File: config.mk
export PLATFORM = sky130hd
export DESIGN_NAME = p4_datapath_ctrl
export DESIGN_NICKNAME = d
export VERILOG_FILES = /design/src/rtl/p4_pkg.sv /design/src/rtl/p4_instr_dec.sv /design/src/rtl/p4_datapath_ctrl.sv
export SDC_FILE = /design/constraint.sdc
export NUM_CORES = 1
export LEC_CHECK = 0
export CAP_MARGIN = 20
export CORE_MARGIN = 2
export CORE_UTILIZATION = 39
export CTS_CLUSTER_DIAMETER = 100
export DETAILED_ROUTE_END_ITERATION = 10
export GPL_TIMING_DRIVEN = 0
export PLACE_DENSITY = 0.75
export SETUP_SLACK_MARGIN = 0.5
export SYNTH_ARGS = -nofsm -noshare
export SYNTH_HDL_FRONTEND = slang
export SYNTH_SLANG_ARGS = --single-unit
File: constraint.sdc
create_clock -name clk -period 1.4 [get_ports clk]
set_input_delay 0.28 -clock clk [delete_from_list [all_inputs] [get_ports clk]]
set_output_delay 0.28 -clock clk [all_outputs]
set_load 0.05 [all_outputs]
File: src/rtl/p4_pkg.sv
// p4_pkg: shared state, opcode and control-code constants for the p4 datapath controller
package p4_pkg;
  localparam logic [2:0] S_WAIT = 3'd0;
  localparam logic [2:0] S_DECODE = 3'd1;
  localparam logic [2:0] S_WRITE_IMM = 3'd2;
  localparam logic [2:0] S_GET_A = 3'd3;
  localparam logic [2:0] S_GET_B = 3'd4;
  localparam logic [2:0] S_ALU = 3'd5;
  localparam logic [2:0] S_WRITE_REG = 3'd6;
  localparam logic [2:0] OP_MOV = 3'b110;
  localparam logic [2:0] OP_ALU = 3'b101;
  localparam logic [1:0] VSEL_C = 2'b00;
  localparam logic [1:0] VSEL_IMM = 2'b10;
  localparam logic [1:0] ALU_ADD = 2'b00;
  localparam logic [1:0] ALU_SUB = 2'b01;
  localparam logic [1:0] ALU_AND = 2'b10;
  localparam logic [1:0] ALU_NOTB = 2'b11;
endpackage

File: src/rtl/p4_instr_dec.sv
// p4_instr_dec: splits the instruction register into fields and instruction-class flags
module p4_instr_dec
  import p4_pkg::*;
#(
  parameter int DW = 16,
  parameter int RW = 3
) (
  input  logic [DW-1:0] ir,
  output logic [RW-1:0] rn,
  output logic [RW-1:0] rd,
  output logic [RW-1:0] rm,
  output logic [1:0]    sh,
  output logic [1:0]    op,
  output logic [DW-1:0] sximm8,
  output logic          is_movi,
  output logic          is_movr,
  output logic          is_add,
  output logic          is_cmp,
  output logic          is_and,
  output logic          is_mvn,
  output logic          is_undef
);
  logic mov, alu;
  assign op = ir[12:11];
  assign rn = ir[10:8];
  assign rd = ir[7:5];
  assign sh = ir[4:3];
  assign rm = ir[2:0];
  assign sximm8 = {{(DW-8){ir[7]}}, ir[7:0]};
  assign mov = ir[15:13] == OP_MOV;
  assign alu = ir[15:13] == OP_ALU;
  assign is_movi = mov && op == 2'b10;
  assign is_movr = mov && op == 2'b00;
  assign is_add = alu && op == ALU_ADD;
  assign is_cmp = alu && op == ALU_SUB;
  assign is_and = alu && op == ALU_AND;
  assign is_mvn = alu && op == ALU_NOTB;
  assign is_undef = !(is_movi || is_movr || alu);
endmodule

File: src/rtl/p4_datapath_ctrl.sv
// p4_datapath_ctrl: Moore FSM sequencing register reads, ALU, status and write-back per instruction
module p4_datapath_ctrl
  import p4_pkg::*;
#(
  parameter int DW = 16,
  parameter int RW = 3
) (
  input  logic          clk,
  input  logic          reset,
  input  logic          s,
  input  logic [DW-1:0] instr,
  output logic          w,
  output logic [RW-1:0] readnum,
  output logic [RW-1:0] writenum,
  output logic          write,
  output logic          loada,
  output logic          loadb,
  output logic          loadc,
  output logic          loads,
  output logic          asel,
  output logic [1:0]    vsel,
  output logic [1:0]    ALUop,
  output logic [1:0]    shift,
  output logic [DW-1:0] sximm8
);
  logic [2:0] state_q, state_d;
  logic [DW-1:0] ir_q, ir_d;
  logic [RW-1:0] rn, rd, rm;
  logic [1:0] sh, op;
  logic is_movi, is_movr, is_add, is_cmp, is_and, is_mvn, is_undef;
  logic st_wimm, st_geta, st_getb, st_alu, st_wreg;
  p4_instr_dec #(.DW(DW), .RW(RW)) u_dec (
    .ir(ir_q), .rn(rn), .rd(rd), .rm(rm), .sh(sh), .op(op), .sximm8(sximm8),
    .is_movi(is_movi), .is_movr(is_movr), .is_add(is_add), .is_cmp(is_cmp),
    .is_and(is_and), .is_mvn(is_mvn), .is_undef(is_undef)
  );
  always_comb begin
    state_d = S_WAIT;
    ir_d = ir_q;
    case (state_q)
      S_WAIT: begin
        state_d = s ? S_DECODE : S_WAIT;
        ir_d = s ? instr : ir_q;
      end
      S_DECODE: state_d = is_undef ? S_WAIT : is_movi ? S_WRITE_IMM :
                          (is_movr || is_mvn) ? S_GET_B : S_GET_A;
      S_GET_A: state_d = S_GET_B;
      S_GET_B: state_d = S_ALU;
      S_ALU: state_d = is_cmp ? S_WAIT : S_WRITE_REG;
      default: state_d = S_WAIT;
    endcase
  end
  always_ff @(posedge clk) begin
    if (reset) begin
      state_q <= S_WAIT;
      ir_q <= '0;
    end else begin
      state_q <= state_d;
      ir_q <= ir_d;
    end
  end
  assign st_wimm = state_q == S_WRITE_IMM;
  assign st_geta = state_q == S_GET_A;
  assign st_getb = state_q == S_GET_B;
  assign st_alu = state_q == S_ALU;
  assign st_wreg = state_q == S_WRITE_REG;
  assign w = state_q == S_WAIT;
  assign readnum = st_geta ? rn : st_getb ? rm : '0;
  assign writenum = st_wimm ? rn : st_wreg ? rd : '0;
  assign write = st_wimm || st_wreg;
  assign loada = st_geta;
  assign loadb = st_getb;
  assign loadc = st_alu && !is_cmp;
  assign loads = st_alu && is_cmp;
  assign asel = st_alu && (is_movr || is_mvn);
  assign vsel = st_wimm ? VSEL_IMM : VSEL_C;
  assign ALUop = (st_alu && !is_movr) ? op : ALU_ADD;
  assign shift = st_alu ? sh : 2'b00;
endmodule

==> summary.md <==
• sky130_fd_sc_hd__clkbuf_4 — root buffer selected by CTS
• 4 — 1st-pass router iterations
• 4.84% — met3 usage in global routing
• complete, but fails checks — status
• met2 — Most Crowded Layer GR
• 2 — number of buffer and inverter instances along the worst setup path
• -320 ps — setup slack on the worst flop-to-flop path
• 6 — CP max FO
• 74.1% — fraction of layout instances using a drive strength above 1
• 24.9% — global-route track usage on met1
• sky130_fd_sc_hd__dfxtp_2 — CP max stage cell
• flop — critical path launch point type
• 438 ps — hold_ws
• 61 — number of fillers in the final layout
• 9 — number of cell instances on the worst register-to-register path
• 0 — count of warnings emitted by yosys
• 1050 uV — worst ir drop on vdd
• 2690 sq um — area inside the core boundary
• 95.6% — utilization after layout
• 13 — maximum number of pins on one net before global-route repair
• 126% — crit share post-route
• 5.46 — vias per inst
• 0 — number of antenna violations at the first check in global routing
• 2 — maximum clock insertion buffer count
• 56.5 microns — Die Ht
• 733 ps — worst slew pin tran
• flip-flops — delay-heaviest family, CP
• 40.0% — initial core utilization
• 0 — number of hold buffers added after CTS
• 54 — number of top-level pins
• state_q[1] — timing startpoint of the critical path
• 0 — maxcap violations
• buf_8 -> nor3b_4 -> a22o_4 -> buf_8 — cells along the critical path
• 39 — Final Setup Violations
• 1,179 — vias in the first global route
• 255 — number of standard cells in the final layout excluding fillers
• 5.64 mm — total length of routed wires
• 2 — cell depth of the worst min-delay path
• ir_q[0] — Hold Path End
• 19 — number of core rows
• 144 — Syn Inst Count
• 0 — Final Hold Fails
• 599 nW/um^2 — Power Dens Cells
• 61 — number of violations reported at the end of detailed-routing iteration 0
• 120 ps — clock slew at reported path FFs
• sky130_fd_sc_hd__buf_8 — CP dominant cell by count
• 35.4% — fraction of the yosys area taken by sequential cells
• yes — TritonCTS clock tree
• 350 ps — Crit path largest cell delay
• setup timing — violations in the final reports
• 21.4% — Global Route Usage Sum
• 163 — Net Count, Synth
• 1120 ps — required time of the critical path
• reset — hold wc startpoint
• 1,393 — Vias
• 51 — count of buffers inserted at the top-level ports
• 139% — Synth-to-Final Area Change
• input port to flop — hold crit path type
• 3190 sq um — overall die area
• 0.807 — GP Congestion
• 0 — overflow left after global routing
• 244 — Post-layout nets
• flop to primary output — kind of critical path
• 56.5 microns — horizontal die dimension
• 22.1 microns — per-cell routed wire length
• 330 ps — clock latency on the worst-skew pair
• 19 — number of synthesized register bits
• 1760 ps — final critical delay including setup and external delays
• 226 — number of placed instances, taps included
• 0 — antenna cells
• ir_q[9] — end of the worst register-to-register path
• 0 — DRC viols
• 1480 ps — Crit path arrival time
• 1.06 nW — Pleak
• -8780 ps — Setup TNS
• 1 — depth of the CTS H-tree
• 0 — number of max-slew violations in the final report
• 5.35 mm — wire length of the first global-routing pass
• 27 — number of distinct library cell variants in the gate-level netlist after synthesis
• 1.54 mW — sum of internal, switching and leakage power
• primary output — type of destination of the critical path
• 1070 sq um — Post-Synthesis Cell Area
• 19 — Num Clock Sinks
• 3 — CTS buffer count
• 40.5% — met2 GRT Util
• 7.46 sq um — syn_area_per_cell
• 7.43 ps — worst clock skew
• state_q[1] — startpoint of the most critical register-to-register path
• -359 ps — post-route setup slack
• 569 MHz — maximum clock frequency
• yes — unrepaired setup endpoints after global routing
• 2.18 mm — detailed placement HPWL
• 0 — number of nets still failing antenna checks after routing
• 51.1% — worst max-slew margin expressed relative to the limit
[through the flow]
stage	cell area (sq um)	setup slack, ps
after CTS	2120	-291
final	2570	-359
after floorplan	1210	-210
after detailed placement	1760	-779
after global routing	2570	-400
after global placement	1760	-772
[what timing repair did]
| item | 4_1_cts | 5_1_grt |
|---|---|---|
| gates cloned | 1 | 1 |
| endpoints found under the setup margin | 53 | 53 |
| resized for setup | 284 | 92 |
| pin swaps | 16 | 25 |
| buffers inserted | 12 | 11 |
[final cells by class]
type | count | area [sq um] | share of cell area, %
Buffer | 25 | 274 | 10.7
Clock buffer | 3 | 22.5 | 0.877
Clock inverter | 1 | 6.26 | 0.244
Inverter | 2 | 7.51 | 0.292
Multi-Input combinational cell | 98 | 877 | 34.2
Sequential cell | 19 | 420 | 16.4
Tap cell | 31 | 38.8 | 1.51
Timing Repair Buffer | 76 | 921 | 35.9
[state kept, by name, indices dropped and copies added (netlist names)]
| name | flops |
|---|---|
| ir_q | 16 |
| state_q | 3 |
[worst max-delay path by stage]
stage	slack, ps	endpoint	depth (start not counted)
after floorplan	-210	readnum[0]	3
after global placement	-770	ALUop[0]	5
after detailed placement	-780	ALUop[0]	5
after CTS	-290	readnum[0]	4
after global routing	-400	vsel[1]	6
final	-360	readnum[2]	4
[synthesized netlist by cell type]
cell / number / share of area (%)
sky130_fd_sc_hd__clkbuf_1: 1 / 0.35
sky130_fd_sc_hd__dfxtp_1: 19 / 35
sky130_fd_sc_hd__buf_4: 19 / 13
sky130_fd_sc_hd__or3b_1: 1 / 0.82
sky130_fd_sc_hd__nor2_1: 12 / 4.2
sky130_fd_sc_hd__mux2i_1: 3 / 2.8
sky130_fd_sc_hd__a22o_1: 3 / 2.4
sky130_fd_sc_hd__buf_6: 2 / 2.1
sky130_fd_sc_hd__nor4b_1: 1 / 0.82
sky130_fd_sc_hd__o21a_1: 1 / 0.70
sky130_fd_sc_hd__nor3_4: 1 / 1.5
sky130_fd_sc_hd__nand2_1: 37 / 13
sky130_fd_sc_hd__nand2b_2: 1 / 0.82
sky130_fd_sc_hd__inv_1: 2 / 0.70
sky130_fd_sc_hd__buf_1: 1 / 0.35
sky130_fd_sc_hd__buf_2: 2 / 0.93
sky130_fd_sc_hd__and2_1: 7 / 4.1
sky130_fd_sc_hd__nor4_1: 1 / 0.58
sky130_fd_sc_hd__nand2b_1: 3 / 1.7
sky130_fd_sc_hd__a21oi_1: 18 / 8.4
sky130_fd_sc_hd__o32ai_1: 1 / 0.82
sky130_fd_sc_hd__nand3_1: 2 / 0.93
sky130_fd_sc_hd__a2111oi_0: 1 / 0.82
sky130_fd_sc_hd__conb_1: 1 / 0.35
sky130_fd_sc_hd__o21ai_0: 2 / 0.93
sky130_fd_sc_hd__nor3_1: 1 / 0.47
sky130_fd_sc_hd__nor3b_1: 1 / 0.70
[cell usage in the layout (no fill, tap or decap), types with 2 or more instances in the layout]
cell type and instances:
sky130_fd_sc_hd__a22o_4 3, sky130_fd_sc_hd__clkdlybuf4s50_1 17, sky130_fd_sc_hd__buf_4 16, sky130_fd_sc_hd__mux2i_4 3, sky130_fd_sc_hd__nor3_4 2, sky130_fd_sc_hd__nand2_1 22, sky130_fd_sc_hd__nand2b_4 3, sky130_fd_sc_hd__dfxtp_2 8
sky130_fd_sc_hd__and2_4 6, sky130_fd_sc_hd__dfxtp_4 8, sky130_fd_sc_hd__buf_6 31, sky130_fd_sc_hd__nand2_2 6, sky130_fd_sc_hd__a21oi_1 3, sky130_fd_sc_hd__nor2_1 4, sky130_fd_sc_hd__clkbuf_4 3, sky130_fd_sc_hd__nand2_4 9
sky130_fd_sc_hd__nor2_4 7, sky130_fd_sc_hd__buf_8 31, sky130_fd_sc_hd__dfxtp_1 3, sky130_fd_sc_hd__a21oi_2 15
[routing by layer]
layer	wire (microns)	vias up
met4	320	0
met2	3010	76
li1	-	620
met1	1970	664
met3	331	33
met5	0	-
[report_power, final]
part	internal, mW	leakage (nW)	switching (mW)
clock	0.112	0.0183	0.207
combinational	0.295	0.875	0.302
sequential	0.567	0.165	0.0538
total	0.973	1.06	0.563
[kinds of logic (layout without fill, tap and decap cells)]
group | after synthesis | count (layout) | share of synthesized area [%]
DFF | 19 | 19 | 35.4
muxes | 3 | 3 | 2.80
other | 1 | 1 | 0.349
AOI/OAI and AO/OA | 26 | 26 | 14.1
and+or+nand+nor | 68 | 68 | 29.6
buffers and inverters | 27 | 107 | 17.7
No activity file was read; power rests on OpenSTA's default activity.
==> RTL edit, RTL diff (same flow settings) <==
Register the input `instr` before use, cleared by the reset. The logic sees it one clock later. The other inputs are not delayed to match.
--- a/src/rtl/p4_datapath_ctrl.sv
+++ b/src/rtl/p4_datapath_ctrl.sv
@@ -23,6 +23,17 @@
   output logic [1:0]    shift,
   output logic [DW-1:0] sximm8
 );
+
+  logic [DW-1:0] instr_q;
+
+  always_ff @(posedge clk) begin
+    if (reset) begin
+      instr_q <= '0;
+    end else begin
+      instr_q <= instr;
+    end
+  end
+
   logic [2:0] state_q, state_d;
   logic [DW-1:0] ir_q, ir_d;
   logic [RW-1:0] rn, rd, rm;
@@ -40,7 +51,7 @@
     case (state_q)
       S_WAIT: begin
         state_d = s ? S_DECODE : S_WAIT;
-        ir_d = s ? instr : ir_q;
+        ir_d = s ? instr_q : ir_q;
       end
       S_DECODE: state_d = is_undef ? S_WAIT : is_movi ? S_WRITE_IMM :
                           (is_movr || is_mvn) ? S_GET_B : S_GET_A;
Formal check against the unedited RTL: not equivalent (Yosys sat finds a counterexample within 4 cycles, from zero or initial values and one cycle with reset high).
==> RTL edit against the unedited design <==
- die area is 40% higher
- count of clock-buffer cells in the layout is 3 higher
- highest routed layer unchanged
- final area is 28% higher
- worst hold slack worse by 150 ps
- setup slack better by 46 ps
- power is 50% higher
- the flow still finishes with violations (negative setup slack)
- routed wire length is 12% higher
- cell count is 25% higher
- sequential share of layout area is 6.2 points higher
- sequential cell count is 16 higher
- area after synthesis is 43% higher
==> RTL edit: results (changes against the unedited design) <==
Clock network
  • H-tree Lvls: 2 (+1)

Timing
  • Clock skew: 11.6 ps (+4.17 ps)
  • Setup-failing EPs final: 40 (+2.6%)
  • Max_slew headroom: 53.6% (+2.4 points)
  • Final WS setup: -313 ps (+45.7 ps)
  • TNS Setup: -8660 ps (+125 ps)

Synth
  • Sequential share of the synthesized area: 45.5% (+10 points)

Drt
  • WL met2: 3120 um (+3.7%)
  • Initial drt markers: 60 (-1.6%)

Cells and area
  • Count of multi-input gates: 113 (+15%)
  • Num sequential: 35 (+16)
  • Fillers: 149 (+140%)
  • Multi-input gate share of total cell area: 31.7% (-2.4 points)
  • Layout area overhead: 113%
  • Clock Buffer Count: 6 (+3)
  • Sequential cell area share: 22.5% (+6.2 points)
  • Layout clock area frac: 2.59% (+1.5 points)
  • Biggest regs: instr_q: 16 flops, ir_q: 16 flops, state_q: 3 flops

Critical path
  • Worst R2R Setup Slack: -250 ps (+70 ps)
  • End of the worst register-to-register path: state_q[0]
  • Worst R2R Path Depth: 7 (-2)

Outcome
  • Failing checks: negative setup slack
  • Status: complete, but fails checks

Global route
  • Met2 global-route usage: 40.9% (+0.34 points)
  • Gr usage total: 22.7% (+1.3 points)

Place
  • Hpwl dp: 2470 um (+13%)
[RTL edit: cells by family after synthesis]
logic type / after synthesis / synth area share [%]
compound gates: 28 / 11.1
buf+inv: 31 / 13.1
flops: 35 / 45.5
mux: 3 / 1.95
other cells: 1 / 0.244
simple gates: 81 / 28.0
[RTL edit: power groups by stage]
stage | Clock (W) | Combinational (W) | Sequential, W
5_1_grt | 0.000764 | 0.000540 | 0.00108
4_1_cts | 0.000706 | 0.000415 | 0.00107
3_3_place_gp | 0 | 0.000321 | 0.00109
2_1_floorplan | 0 | 0.000218 | 0.00108
6_report | 0.000714 | 0.000520 | 0.00107
3_5_place_dp | 0 | 0.000323 | 0.00109
[RTL edit: worst max-delay path, stage by stage (launching register included)]
cell,delay (ps)
dfxtp_1,370
buf_6,150
and4b_1,240
o21ai_2,110
nor2_4,130
buf_8,150
